[src/rtl/ipv_expander_if.sv]
// rtl/ipv_expander_if.sv - count-in / serial-bit-out handshake bundle for ipv_expander
interface ipv_expander_if #(
  parameter int CW = 4
);
  logic [CW-1:0] cnt_in;
  logic          cnt_valid;
  logic          cnt_ready;
  logic          bit_out;
  logic          bit_valid;
  logic          bit_ready;
  logic          sof;
  logic          busy;
  logic          sat_err;

  modport master (
    output cnt_in, cnt_valid, bit_ready,
    input  cnt_ready, bit_out, bit_valid, sof, busy, sat_err
  );

  modport slave (
    input  cnt_in, cnt_valid, bit_ready,
    output cnt_ready, bit_out, bit_valid, sof, busy, sat_err
  );
endinterface

[src/rtl/ipv_expander.sv]
// rtl/ipv_expander.sv - re-expands per-group vote counts into K-bit serial IPV groups
module ipv_expander #(
  parameter int K          = 4,
  parameter int CW         = 4,
  parameter int DEPTH      = 2,
  parameter int ONES_FIRST = 1
) (
  input  logic           clk,
  input  logic           rst_n,
  ipv_expander_if.slave  io
);
  localparam int            AW   = $clog2(DEPTH);
  localparam int            W    = (CW > 3) ? CW : 3;
  localparam logic [CW-1:0] K_C  = CW'(K);
  localparam logic [2:0]    LAST = 3'(K - 1);
  localparam logic [AW:0]   FULL = (AW + 1)'(DEPTH);

  typedef enum logic {S_IDLE, S_SHIFT} state_t;

  logic [CW-1:0] r_mem [DEPTH];
  logic [AW-1:0] r_wr;
  logic [AW-1:0] r_rd;
  logic [AW:0]   r_occ;
  logic          r_sat;
  state_t        r_state;
  logic [2:0]    r_pos;
  logic [CW-1:0] r_cur;

  state_t        w_state_nxt;
  logic [2:0]    w_pos_nxt;
  logic [CW-1:0] w_cur_nxt;
  logic          w_pop;
  logic          w_full;
  logic          w_empty;
  logic          w_push;
  logic          w_over;
  logic [CW-1:0] w_wdata;
  logic          w_shift;
  logic          w_one;
  logic [W:0]    w_pos_x;
  logic [W:0]    w_cur_x;

  assign w_full  = (r_occ == FULL);
  assign w_empty = (r_occ == '0);
  assign w_push  = io.cnt_valid && !w_full;
  assign w_over  = (io.cnt_in > K_C);
  assign w_wdata = w_over ? K_C : io.cnt_in;
  assign w_shift = (r_state == S_SHIFT);

  always_ff @(posedge clk) begin
    if (w_push) r_mem[r_wr] <= w_wdata;
  end

  always_ff @(posedge clk or negedge rst_n) begin
    if (!rst_n) begin
      r_wr    <= '0;
      r_rd    <= '0;
      r_occ   <= '0;
      r_sat   <= 1'b0;
      r_state <= S_IDLE;
      r_pos   <= '0;
      r_cur   <= '0;
    end else begin
      if (w_push) r_wr <= r_wr + 1'b1;
      if (w_pop)  r_rd <= r_rd + 1'b1;
      case ({w_push, w_pop})
        2'b10:   r_occ <= r_occ + 1'b1;
        2'b01:   r_occ <= r_occ - 1'b1;
        default: r_occ <= r_occ;
      endcase
      r_sat   <= w_push && w_over;
      r_state <= w_state_nxt;
      r_pos   <= w_pos_nxt;
      r_cur   <= w_cur_nxt;
    end
  end

  // The last bit of a group reloads straight from the FIFO so back-to-back groups have no bubble.
  always_comb begin
    w_state_nxt = r_state;
    w_pos_nxt   = r_pos;
    w_cur_nxt   = r_cur;
    w_pop       = 1'b0;
    case (r_state)
      S_IDLE: begin
        if (!w_empty) begin
          w_pop       = 1'b1;
          w_cur_nxt   = r_mem[r_rd];
          w_pos_nxt   = '0;
          w_state_nxt = S_SHIFT;
        end
      end
      S_SHIFT: begin
        if (io.bit_ready) begin
          if (r_pos != LAST) begin
            w_pos_nxt = r_pos + 1'b1;
          end else if (!w_empty) begin
            w_pop     = 1'b1;
            w_cur_nxt = r_mem[r_rd];
            w_pos_nxt = '0;
          end else begin
            w_pos_nxt   = '0;
            w_state_nxt = S_IDLE;
          end
        end
      end
      default: w_state_nxt = S_IDLE;
    endcase
  end

  // pos + cur >= K is the underflow-free form of pos >= K - cur.
  always_comb begin
    w_pos_x = (W + 1)'(r_pos);
    w_cur_x = (W + 1)'(r_cur);
    if (ONES_FIRST != 0) w_one = (w_pos_x < w_cur_x);
    else                 w_one = ((w_pos_x + w_cur_x) >= (W + 1)'(K));
  end

  assign io.cnt_ready = !w_full;
  assign io.bit_valid = w_shift;
  assign io.sof       = w_shift && (r_pos == '0);
  assign io.bit_out   = w_shift && w_one;
  assign io.busy      = !w_empty || w_shift;
  assign io.sat_err   = r_sat;
endmodule

[src/flat_wrapper.sv]
// flat-port wrapper written by rule: the top's interface ports become plain ports
module ipv_expander_flat 
#(
  parameter int K          = 4,
  parameter int CW         = 4,
  parameter int DEPTH      = 2,
  parameter int ONES_FIRST = 1
)
  (clk, rst_n, io_cnt_in, io_cnt_valid, io_bit_ready, io_cnt_ready, io_bit_out, io_bit_valid, io_sof, io_busy, io_sat_err);
  ipv_expander_if #(.CW(CW)) io_i ();
  input  logic clk;
  input  logic rst_n;
  input wire logic [$bits(io_i.cnt_in)-1:0] io_cnt_in;
  input wire logic [$bits(io_i.cnt_valid)-1:0] io_cnt_valid;
  input wire logic [$bits(io_i.bit_ready)-1:0] io_bit_ready;
  output wire logic [$bits(io_i.cnt_ready)-1:0] io_cnt_ready;
  output wire logic [$bits(io_i.bit_out)-1:0] io_bit_out;
  output wire logic [$bits(io_i.bit_valid)-1:0] io_bit_valid;
  output wire logic [$bits(io_i.sof)-1:0] io_sof;
  output wire logic [$bits(io_i.busy)-1:0] io_busy;
  output wire logic [$bits(io_i.sat_err)-1:0] io_sat_err;
  assign io_i.cnt_in = io_cnt_in;
  assign io_i.cnt_valid = io_cnt_valid;
  assign io_i.bit_ready = io_bit_ready;
  assign io_cnt_ready = io_i.cnt_ready;
  assign io_bit_out = io_i.bit_out;
  assign io_bit_valid = io_i.bit_valid;
  assign io_sof = io_i.sof;
  assign io_busy = io_i.busy;
  assign io_sat_err = io_i.sat_err;
  ipv_expander #(.K(K), .CW(CW), .DEPTH(DEPTH), .ONES_FIRST(ONES_FIRST)) u_core (.clk(clk), .rst_n(rst_n), .io(io_i));
endmodule
[config.mk]
export PLATFORM = sky130hd
export DESIGN_NAME = ipv_expander_flat
export DESIGN_NICKNAME = d
export VERILOG_FILES = /design/src/rtl/ipv_expander_if.sv /design/src/rtl/ipv_expander.sv /design/src/flat_wrapper.sv
export SDC_FILE = /design/constraint.sdc
export NUM_CORES = 1
export LEC_CHECK = 0
export CAP_MARGIN = 0
export CELL_PAD_IN_SITES_DETAIL_PLACEMENT = 0
export CELL_PAD_IN_SITES_GLOBAL_PLACEMENT = 2
export CORE_MARGIN = 2
export CORE_UTILIZATION = 38
export CTS_BUF_LIST = sky130_fd_sc_hd__clkbuf_8
export DETAILED_ROUTE_END_ITERATION = 8
export PLACE_DENSITY_LB_ADDON = 0.3
export RECOVER_POWER = 25
export SETUP_SLACK_MARGIN = 0.1
export SYNTH_ARGS = -nofsm -noshare
export SYNTH_HDL_FRONTEND = slang
export SYNTH_SLANG_ARGS = --single-unit
export TNS_END_PERCENT = 20
[constraint.sdc]
create_clock -name clk -period 2.1 [get_ports clk]
set_clock_uncertainty 0.05 [all_clocks]
set_input_delay 0.315 -clock clk [delete_from_list [all_inputs] [get_ports clk]]
set_output_delay 0.315 -clock clk [all_outputs]
set_load 0.02 [all_outputs]
==> results of run 1 <==
==> cells by family after synthesis <==
logic type	Yosys count	synth area share, %
mux	8	8.37
buf+inv	11	4.80
simple gates	20	11.5
xor+xnor	5	4.31
fa+ha+maj	5	6.16
flops	21	55.7
other cells	1	0.369
compound gates	9	8.87
==> worst max-delay path: stages (launching register included) <==
cell and delay [ns]:
dfrtp_1 0.44, or3_4 0.41, clkdlybuf4s50_1 0.54
==> report_power, final <==
group / internal (mW) / switching, mW / total (mW)
logic: 0.290 / 0.286 / 0.576
clock network: 0.132 / 0.128 / 0.260
registers: 0.575 / 0.101 / 0.677
total: 0.998 / 0.515 / 1.51
==> area by class of cell <==
cell class / instances / area, µm² / area share, %
clock buffers: 3 / 41.3 / 3.36
clock inverters: 1 / 5.00 / 0.408
inverters: 9 / 33.8 / 2.75
multi-input cells: 49 / 405 / 33.0
flip-flops and latches: 21 / 566 / 46.1
well taps: 30 / 37.5 / 3.06
repair buffers: 15 / 139 / 11.3
==> worst paths after layout <==
| check | start | endpoint | slack (ns) | cells after the start |
|---|---|---|---|---|
| max | u_core.io.bit_valid$_DFF_PN0_ | io_busy | 0.09 | 2 |
| min | rst_n | u_core.io.sat_err$_DFF_PN0_ | 0.45 | 1 |
| max reg2reg | u_core.r_pos[1]$_DFFE_PN0P_ | u_core.r_occ[1]$_DFFE_PN0P_ | 0.38 | 6 |
| min reg2reg | u_core.r_wr$_DFFE_PN0N_ | u_core.r_wr$_DFFE_PN0N_ | 0.45 | 1 |
| max in group asynchronous | rst_n | u_core.r_wr$_DFFE_PN0N_ | 1.15 | 1 |
| min in group clk | u_core.r_wr$_DFFE_PN0N_ | u_core.r_wr$_DFFE_PN0N_ | 0.45 | 1 |
==> cells in the final DEF (no fill, tap or decap), drive strengths merged, types with 3 or more instances in the layout <==
| master | n |
|---|---|
| inv | 9 |
| ha | 5 |
| edfxtp | 8 |
| nand2b | 4 |
| dfrtp | 13 |
| clkbuf | 4 |
| mux2i | 4 |
| clkdlybuf4s50 | 10 |
| nor2 | 5 |
| mux2 | 4 |
| xnor2 | 3 |
| a21oi | 3 |
| nand2 | 3 |
| o21ai | 3 |
==> routing by layer <==
| metal | track usage, % | wire length (µm) |
|---|---|---|
| met2 | 19.0 | 701 |
| met1 | 14.6 | 767 |
| met4 | 7.32 | 24 |
| met3 | 3.02 | 62 |
| met5 | 0 | 0 |
==> per-stage QoR <==
step	instances	hold WS, ns	area [µm²]	util, %
final	128	0.451	1230	49.1
after global routing	128	0.476	1230	49.1
after CTS	128	0.403	1230	49.2
after detailed placement	124	0.435	1190	47.5
after global placement	124	0.432	1190	47.5
after floorplan	81	-0.0306	1020	-
==> sequential cells by signal, summed over array words and instances (netlist names) <==
name and count:
u_core.r_mem 8, u_core.r_cur 4, u_core.r_pos 3, u_core.r_wr 1, u_core.io.sat_err 1, u_core.r_rd 1, u_core.r_occ 2, u_core.io.bit_valid 1
==> impl_metrics.toml, run 1 <==
[placement]
gp_congestion = 0.653
dp_hpwl_mm = 1.18
port_buffers = 13
place_ws_ns = 0.116

[logic_synthesis]
post-synth-top-count-cell = "dfrtp_1"
ys.flop_type = "dfrtp_1"
synth.distinct_cells = 28
synth_seq_area_share_pct = 55.7
synth_warnings = 0
ys_top_cells_by_area = "dfrtp_1, edfxtp_1, ha_1"
synth_area_per_cell_um2 = 12.7
synth_edf_count = 8
syn-cell-area_mm2 = 0.00102
synth_top_area_cell = "dfrtp_1"
synthArstFlopShare_pct = 61.9
ys_ff_latch = 21
yosysTopAreaCellShare_pct = 32.0
synth_commonest_cells = "dfrtp_1, inv_1, edfxtp_1"
netlist_instances = 80

[floorplan]
die_h_um = 55.7
start_util_pct = 40.6
dieArea_mm2 = 0.00310
die_width_um = 55.7
core_area_mm2 = 0.00250
std_cell_rows = 18
io_pins = 14

[drt]
viasPerCell = 4.73
first_iter_violations = 6
antenna_left = 0
wl_per_cell_um = 12.2
first_pass_iters = 3
routed_wl_mm = 1.56
drc = 0
vias = 605

[worst_setup_path]
critPathLaunchType = "flip-flop"
required_ns = 1.74
criticalPathCategory = "flip-flop to output port"
arrival_ns = 1.65
endpoint_kind = "output port"
cp_max_fo = 5

[sta]
fin_ws_ns = 0.0886
tightest_slew_ns = 0.605
period_share_pct = 95.8
slew_violations = 0
period_needed_ns = 2.01
setup_viol = 0
rsz0062_at_grt = "yes"
hold_violations = 0
max_slew_margin_pct = 59.5
finalSetupTns_ns = 0
max_freq_ghz = 0.497

[flow_run]
max_cap_violations = 0

[clock_network]
clock-sinks = 21
clock_latency_ns = 0.26
cts_made_buffers = 3
cts_buffer_depth = 2
post-cts-setup-buffers = 0
clk_pin_slew_worst_paths_ns = 0.08
holdBufCountCts = 0
htreeDepth = 1
root_buffer = "clkbuf_8"
postCtsResizedCells = 2
cts_tree = "built"

[power_and_ir_drop]
fin_total_pwr_mw = 1.51
p_per_area_mw_per_mm2 = 1230
ir_worst_vdd_mv = 0.564
p_leak_nw = 0.547

[global_routing]
grt_max_degree = 14
grtUsageTotal_pct = 12.0
grt_pass1_vias = 661
grt_pass1_wl_mm = 2.84
overflow = 0
antenna_found_initial = 0

[final_layout]
layout-area-overhead-vs-synth_pct = 20.8
drive_above_1_share_pct = 20.4
antenna_cells = 0
nFillCells = 241
layout.nets = 112

[status]
status = "complete, no violations"

[min_path]
hp-class = "input pin to async pin"
No activity file was read; power rests on OpenSTA's default activity.
==> run 2: changes to the inputs <==
- CORE_ASPECT_RATIO: not set -> 0.75
- RECOVER_POWER: 25 -> not set
==> run 2 against run 1 <==
Worst hold slack got worse by 0.081 ns; utilization decreased by 0.75 points; sequential power is essentially flat; first-iteration DRC count grew to 4.5 times the previous value; critical path depth is 2 higher; total power up 1.3%; wire length increased by 7.3%; non-clock buffer count rose by 1; combinational power rose by 3%; clock power barely moved; sequential share of layout area down 0.78 points; count of clock-buffer cells in the layout unchanged.
==> impl_metrics.toml, run 2 (synthesis results as in run 1) <==
[sta]
fin_ws_ns = 0.113
setup_viol = 0
period_share_pct = 94.6
max_freq_ghz = 0.503
finalSetupTns_ns = 0
max_slew_margin_pct = 60.8
tightest_slew_ns = 0.586
rsz0062_at_grt = "yes"
slew_violations = 0
period_needed_ns = 1.99
hold_violations = 0
timing.hold.ws_ns = 0.370

[clock_network]
cts_tree = "built"
root_buffer = "clkbuf_8"
cts_made_buffers = 3
clk_pin_slew_worst_paths_ns = 0.07
clock_latency_ns = 0.26
htreeDepth = 1
clock-sinks = 21
cts_buffer_depth = 2

[drt]
wl_per_cell_um = 12.4
viasPerCell = 4.44
antenna_left = 0
first_iter_violations = 27
vias = 599
drc = 0
routed_wl_mm = 1.67
first_pass_iters = 4

[floorplan]
std_cell_rows = 16
io_pins = 14
dieArea_mm2 = 0.00311
die_h_um = 48.8
core_area_mm2 = 0.00258
die_width_um = 63.7
start_util_pct = 39.3

[worst_setup_path]
crit_buf_inv = 1
slowest_stage = "dfrtp_1"
endpoint_kind = "output port"
required_ns = 1.74
crit_family = "flip-flops"
cp_slowest_stage_delay_ns = 0.40
criticalPathCategory = "flip-flop to output port"
arrival_ns = 1.62
path_cells = "ha_1, a21oi_1, o311a_2, clkdlybuf4s15_1"
worst-r2r-setup-slack_ns = 0.44
critPathLaunchType = "flip-flop"
r2r_cells = 6
r2r_start = "u_core.r_pos[1]$_DFFE_PN0P_"
r2r_end = "u_core.r_occ[1]$_DFFE_PN0P_"
cp_max_fo = 3

[placement]
gp_congestion = 0.746
port_buffers = 13
dp_hpwl_mm = 1.27
place_ws_ns = 0.103

[final_layout]
fin_util_pct = 48.4
layout.nets = 113
layout_commonest_cell = "dfrtp_1"
final_cell_mix = "dfrtp_1, inv_1, clkdlybuf4s50_1"
nFillCells = 243
antenna_cells = 0
largest_reg_flops = 8
top_register = "u_core.r_mem"
layout-area-overhead-vs-synth_pct = 22.9
top_regs = "u_core.r_mem x8, u_core.r_cur x4, u_core.r_pos x3"
drive_above_1_share_pct = 19.2

[power_and_ir_drop]
ir_worst_vdd_mv = 0.504
p_leak_nw = 0.554
p_per_area_mw_per_mm2 = 1230

[global_routing]
grt_pass1_wl_mm = 2.91
overflow = 0
grt_max_degree = 14
grt_pass1_vias = 617
grtUsageTotal_pct = 12.8
antenna_found_initial = 0

[status]
status = "complete, no violations"

[min_path]
hp-class = "input pin to async pin"

[flow_run]
max_cap_violations = 0
-- run 2: worst max-delay path by stage --
stage	start	end	cells after the start
CTS	u_core.r_pos[2]$_DFFE_PN0P_	io_bit_out	4
floorplan	u_core.r_pos[1]$_DFFE_PN0P_	u_core.r_occ[1]$_DFFE_PN0P_	6
global placement	u_core.r_pos[2]$_DFFE_PN0P_	io_bit_out	4
global route	u_core.r_pos[1]$_DFFE_PN0P_	io_bit_out	4
finish	u_core.r_pos[1]$_DFFE_PN0P_	io_bit_out	4
detailed placement	u_core.r_pos[2]$_DFFE_PN0P_	io_bit_out	4
-- run 2: layout make-up --
class | count | area [µm²] | area share, %
flip-flops and latches | 21 | 566 | 45.3
repair buffers | 16 | 154 | 12.3
clock buffers | 3 | 41.3 | 3.31
inverters | 9 | 33.8 | 2.71
clock inverters | 1 | 3.75 | 0.301
well taps | 36 | 45.0 | 3.61
multi-input cells | 49 | 405 | 32.5
-- run 2: routing by layer --
layer | routed length [µm] | GRT usage, % | vias to the layer above
li1 | - | - | 303
met2 | 698 | 19.1 | 12
met5 | 0 | 0 | -
met1 | 861 | 16.8 | 281
met3 | 97 | 5.31 | 3
met4 | 12 | 4.35 | 0
-- run 2: what timing repair did --
| action | in CTS | in global routing |
|---|---|---|
| cloned | 0 | 0 |
| resized for setup | 2 | 2 |
| hold buffers | 0 | 0 |
| buffers inserted | 0 | 1 |
| setup endpoints to repair | 3 | 2 |
-- run 2: worst register-to-register path: stages, from the launching register on --
cell      delay [ns]
dfrtp_1         0.37
ha_1            0.22
nand3b_1        0.17
a21oi_4         0.20
ha_1            0.27
nor2_1          0.14
xor2_1          0.16
-- run 2: through the flow --
stage               total power, mW  area [µm²]  instances
floorplan                      1.10        1020         81
global placement               1.29        1190        130
detailed placement             1.30        1190        130
CTS                            1.55        1240        134
global route                   1.66        1250        135
finish                         1.53        1250        135
-- run 2: report_power, final --
group	internal [mW]	total (mW)	switching (mW)
sequential	0.575	0.675	0.100
clock	0.130	0.262	0.131
combinational	0.299	0.596	0.297
total	1.00	1.53	0.528
